<file path="src/rtl/demux_1to4_64_buf_if.sv">
// Bus bundle for the 1-to-4 buffered demux.
//   upstream   : i_valid, i_select, i_data  -> o_ready
//   downstream : o_valid[3:0], o_data_0..3  <- i_ready[3:0]
//   status     : o_count (words accepted since reset)
// slave modport faces the demux and master modport faces the environment.
interface demux_1to4_64_buf_if #(
  parameter int unsigned DATA_W = 64,
  parameter int unsigned CNT_W  = 16
);
  logic              i_valid;
  logic [1:0]        i_select;
  logic [DATA_W-1:0] i_data;
  logic              o_ready;
  logic [3:0]        o_valid;
  logic [DATA_W-1:0] o_data_0;
  logic [DATA_W-1:0] o_data_1;
  logic [DATA_W-1:0] o_data_2;
  logic [DATA_W-1:0] o_data_3;
  logic [3:0]        i_ready;
  logic [CNT_W-1:0]  o_count;

  modport slave (
    input  i_valid, i_select, i_data, i_ready,
    output o_ready, o_valid, o_data_0, o_data_1, o_data_2, o_data_3, o_count
  );

  modport master (
    output i_valid, i_select, i_data, i_ready,
    input  o_ready, o_valid, o_data_0, o_data_1, o_data_2, o_data_3, o_count
  );
endinterface

</file>
<file path="src/rtl/demux_1to4_64_buf.sv">
// 1-to-4 demultiplexer with a one-entry holding register per output port.
// Ports:
//   i_clk   : clock, rising edge
//   i_rst_n : synchronous active-low reset
//   bus     : demux_1to4_64_buf_if.slave (upstream handshake, four downstream
//             valid/ready ports, accepted-word counter)
// o_ready is combinational and depends only on the selected port, so a full
// port that is draining this cycle can take a new word with no bubble.
module demux_1to4_64_buf #(
  parameter int unsigned DATA_W = 64,
  parameter int unsigned CNT_W  = 16
) (
  input logic                 i_clk,
  input logic                 i_rst_n,
  demux_1to4_64_buf_if.slave  bus
);

  localparam int unsigned N_PORTS = 4;

  logic [N_PORTS-1:0] valid_q;
  logic [DATA_W-1:0]  data_q [N_PORTS];
  logic [CNT_W-1:0]   count_q;

  logic               in_fire;
  logic [N_PORTS-1:0] out_fire;

  // Accept when the selected slot is empty or being drained this cycle.
  assign bus.o_ready = !valid_q[bus.i_select] || bus.i_ready[bus.i_select];
  assign in_fire     = bus.i_valid && bus.o_ready;
  assign out_fire    = valid_q & bus.i_ready;

  // Per-port holding registers; a load wins over a drain on the same port.
  always_ff @(posedge i_clk) begin
    if (!i_rst_n) begin
      valid_q <= '0;
      count_q <= '0;
      for (int k = 0; k < N_PORTS; k++) begin
        data_q[k] <= '0;
      end
    end else begin
      for (int k = 0; k < N_PORTS; k++) begin
        if (in_fire && (bus.i_select == 2'(k))) begin
          valid_q[k] <= 1'b1;
          data_q[k]  <= bus.i_data;
        end else if (out_fire[k]) begin
          valid_q[k] <= 1'b0;
        end
      end
      if (in_fire) begin
        count_q <= count_q + CNT_W'(1);
      end
    end
  end

  assign bus.o_valid  = valid_q;
  assign bus.o_data_0 = data_q[0];
  assign bus.o_data_1 = data_q[1];
  assign bus.o_data_2 = data_q[2];
  assign bus.o_data_3 = data_q[3];
  assign bus.o_count  = count_q;

endmodule

</file>
<file path="src/flat_wrapper.sv">
// flat-port wrapper written by rule: the top's interface ports become plain ports
module demux_1to4_64_buf_flat 
#(
  parameter int unsigned DATA_W = 64,
  parameter int unsigned CNT_W  = 16
)
  (i_clk, i_rst_n, bus_i_valid, bus_i_select, bus_i_data, bus_i_ready, bus_o_ready, bus_o_valid, bus_o_data_0, bus_o_data_1, bus_o_data_2, bus_o_data_3, bus_o_count);
  demux_1to4_64_buf_if #(.DATA_W(DATA_W), .CNT_W(CNT_W)) bus_i ();
  input logic i_clk;
  input logic i_rst_n;
  input wire logic [$bits(bus_i.i_valid)-1:0] bus_i_valid;
  input wire logic [$bits(bus_i.i_select)-1:0] bus_i_select;
  input wire logic [$bits(bus_i.i_data)-1:0] bus_i_data;
  input wire logic [$bits(bus_i.i_ready)-1:0] bus_i_ready;
  output wire logic [$bits(bus_i.o_ready)-1:0] bus_o_ready;
  output wire logic [$bits(bus_i.o_valid)-1:0] bus_o_valid;
  output wire logic [$bits(bus_i.o_data_0)-1:0] bus_o_data_0;
  output wire logic [$bits(bus_i.o_data_1)-1:0] bus_o_data_1;
  output wire logic [$bits(bus_i.o_data_2)-1:0] bus_o_data_2;
  output wire logic [$bits(bus_i.o_data_3)-1:0] bus_o_data_3;
  output wire logic [$bits(bus_i.o_count)-1:0] bus_o_count;
  assign bus_i.i_valid = bus_i_valid;
  assign bus_i.i_select = bus_i_select;
  assign bus_i.i_data = bus_i_data;
  assign bus_i.i_ready = bus_i_ready;
  assign bus_o_ready = bus_i.o_ready;
  assign bus_o_valid = bus_i.o_valid;
  assign bus_o_data_0 = bus_i.o_data_0;
  assign bus_o_data_1 = bus_i.o_data_1;
  assign bus_o_data_2 = bus_i.o_data_2;
  assign bus_o_data_3 = bus_i.o_data_3;
  assign bus_o_count = bus_i.o_count;
  demux_1to4_64_buf #(.DATA_W(DATA_W), .CNT_W(CNT_W)) u_core (.i_clk(i_clk), .i_rst_n(i_rst_n), .bus(bus_i));
endmodule
</file>
<file path="config.mk">
export PLATFORM = sky130hd
export DESIGN_NAME = demux_1to4_64_buf_flat
export DESIGN_NICKNAME = d
export VERILOG_FILES = /design/src/rtl/demux_1to4_64_buf_if.sv /design/src/rtl/demux_1to4_64_buf.sv /design/src/flat_wrapper.sv
export SDC_FILE = /design/constraint.sdc
export NUM_CORES = 1
export LEC_CHECK = 0
export BUFFER_PORTS_ARGS = -buffer_cell sky130_fd_sc_hd__buf_2
export CAP_MARGIN = 20
export CORE_ASPECT_RATIO = 0.7
export CORE_MARGIN = 2
export CORE_UTILIZATION = 50
export DETAILED_ROUTE_END_ITERATION = 10
export GPL_ROUTABILITY_DRIVEN = 0
export PLACE_DENSITY = 0.79
export SYNTH_ARGS = -nofsm -noshare
export SYNTH_HDL_FRONTEND = slang
export SYNTH_SLANG_ARGS = --single-unit
</file>
<file path="constraint.sdc">
create_clock -name i_clk -period 11.2 [get_ports i_clk]
set_input_delay 2.24 -clock i_clk [delete_from_list [all_inputs] [get_ports i_clk]]
set_output_delay 2.24 -clock i_clk [all_outputs]
set_load 0.005 [all_outputs]
</file>
==> summary.txt <==
Die height: 124.8 µm
Crit path time final: 5.763 ns
PortBufs: 349
Crit path max fanout: 31
FF-to-FF Start: u_core.bus.o_valid[0]
Die X: 176.5 µm
Root buf cell: clkbuf_16
HPWL Detailed: 16.09 mm
Kind of critical path: in -> out
Layout net count: 1085
Rel. slew slack: 0.3436
R2r endpoint: u_core.data_q[1][35]
First-pass GRT wire length: 38.25 mm
Setup Fix Bufs, Post-CTS: 0
Worst skew pair latency: 0.51 ns
Reg2reg setup slack: 7.76 ns
CTS Buf Count: 26
H-tree depth: 1
Final hold violation count: 0
Slew Viols, Final: 0
Leakage: 0.005877 µW
Crit path DAT: 3.52 ns
Commonest non-fill, non-tap cell in the layout: buf_2
YS warnings: 0
Mapped Area: 10420 µm²
CTS tree: built
Share of cells above drive strength 1: 0.3899
Yosys cell types: 28
Cell taking the most area after synthesis: edfxtp_1
Routed Antenna Nets: 0
Largest net degree at the start of global routing: 66
Final setup vio count: 0
Total clock sinks: 276
Vias in the first global route: 6703
CTS Hold Buffers Added: 0
Core Rows: 44
Die area: 22030 µm²
Area growth from synthesis to layout: 27.63%
Hold WS: 0.5012 ns
Tightest Pin Transition: 0.9846 ns
Pwr/cell area: 160.4 nW/µm²
Drt drc: 0
PostCTS Resize Cnt: 0
Tot Pwr: 2133 µW
Final Skew: 0.009332 ns
M1 GR Usage: 0.2880
Met2 Resource Use GR: 0.3782
Via count: 6621
Setup_tns: 0 ns
I/O pins: 350
Type of the worst min-delay path: reg -> reg
Fin cells: 1308
Crit. Startpoint: bus_i_ready[1]
Starting DRT DRC Count: 519
WL final: 25.28 mm
Synth Instances: 661
Clock Pin Slew Worst Setup and Hold Paths: 0.06 ns
Fin crit share: 0.5146
Grt ovf: 0
CP endpoint kind: output port
Setup crit end: bus_o_ready
Core area: 20590 µm²
Syn_area_per_cell: 15.76 µm²
Final Core Density: 0.6459
Commonest non-fill, non-tap cells in the layout: 349 x buf_2, 256 x and2_1, 256 x edfxtp_1
Max Cap Viol: 0
Initial Util: 0.5061
Initial antenna violation count: 1
Peak VDD IR: 0.0001364 V
Placed Cells: 1259
Top post-synthesis cells by area: edfxtp_1 74%, and2_1 15%, dfxtp_1 3.8%, clkbuf_1 1.2%, or4_1 0.86%
Critical Path RT: 8.96 ns
Setup crit start kind: input pin
Met3 Resource Use GR: 0.07448
Grt peak-use layer: met2
RSZ-0062 raised after global routing: false
Worst-case clock buffer depth: 3
Vias per cell: 5.062
Worst R2R Path Depth: 6
Area share of the largest cell type after synthesis: 0.7378
Wirelength per Cell: 19.32 µm
Sequential cell area fraction in the yosys report: 0.7762
Gr usage total: 0.2285
Count of state elements after synthesis: 276
Synthesized net count: 735
Maximum clock rate: 173.5 MHz
Fill cells: 1522
Outcome: complete, no violations
Drt first pass iters: 5
## report_power, final
part           internal (µW)  switching [µW]  total (µW)
combinational           49.5            82.1         132
sequential              1170            12.3        1190
clock                    458             357         815
## kinds of logic after synthesis
logic type               synth area share
adder cells (fa/ha/maj)          0.001201
AND/OR/NAND/NOR                    0.1813
AO/OA/AOI/OAI                     0.02257
multiplexers                     0.003122
buffers and inverters             0.01561
flip-flops                         0.7762
## state kept, by name, indices dropped and copies added (netlist names)
| register | flops |
|---|---|
| u_core.bus.o_valid | 4 |
| u_core.data_q | 256 |
| u_core.bus.o_count | 16 |
## through the flow
step / setup slack, ns / area (µm²)
6_report: 5.437 / 13300
5_1_grt: 5.345 / 13300
4_1_cts: 5.475 / 13300
3_5_place_dp: 5.484 / 12500
3_3_place_gp: 5.499 / 12500
2_1_floorplan: 2.734 / 10420
## worst max-delay path, stage by stage
cell	delay (ns)
buf_2	0.10
nor2b_1	0.25
mux4_2	0.63
inv_1	0.14
buf_2	0.16
## per-layer routing
layer,vias to the layer above,share of wire
met3,46,0.10
met5,-,0
met2,335,0.48
li1,3051,-
met4,0,0.030
met1,3189,0.39
## layout make-up
cell class | count | area, µm² | area share
inverter | 6 | 22.52 | 0.001693
antenna | 1 | 2.502 | 0.0001882
tap | 276 | 345.3 | 0.02597
clock buffer | 38 | 737.0 | 0.05541
clock inverter | 10 | 58.81 | 0.004422
timing repair buffer | 357 | 1807 | 0.1359
multi-input combinational | 344 | 2238 | 0.1683
sequential | 276 | 8088 | 0.6081
## cell usage after synthesis (all sizes together)
| cell type | number |
|---|---|
| nor3 | 3 |
| and3 | 1 |
| clkbuf | 32 |
| and4 | 2 |
| or3 | 2 |
| nor2b | 4 |
| dfxtp | 20 |
| buf | 3 |
| nand4 | 3 |
| nand2b | 3 |
| o31ai | 11 |
| o41ai | 2 |
| ha | 1 |
| mux4 | 1 |
| nand2 | 9 |
| or4 | 12 |
| nand3 | 6 |
| and2 | 256 |
| edfxtp | 256 |
| nor4 | 2 |
| inv | 6 |
| a21oi | 15 |
| o21ai | 6 |
| a21o | 4 |
| mux2i | 1 |
## worst min path at each step
stage,from,to,slack [ns],cells past startpoint
after floorplan,u_core.bus.o_count[13],u_core.bus.o_count[13],0.47,2
after global placement,u_core.bus.o_count[15],u_core.bus.o_count[15],0.46,2
after detailed placement,u_core.bus.o_count[13],u_core.bus.o_count[13],0.49,2
after CTS,u_core.bus.o_count[13],u_core.bus.o_count[13],0.50,2
after global routing,u_core.bus.o_count[13],u_core.bus.o_count[13],0.51,2
final,u_core.bus.o_count[13],u_core.bus.o_count[13],0.50,2
Note: power is estimated with default switching activity, not from simulation.
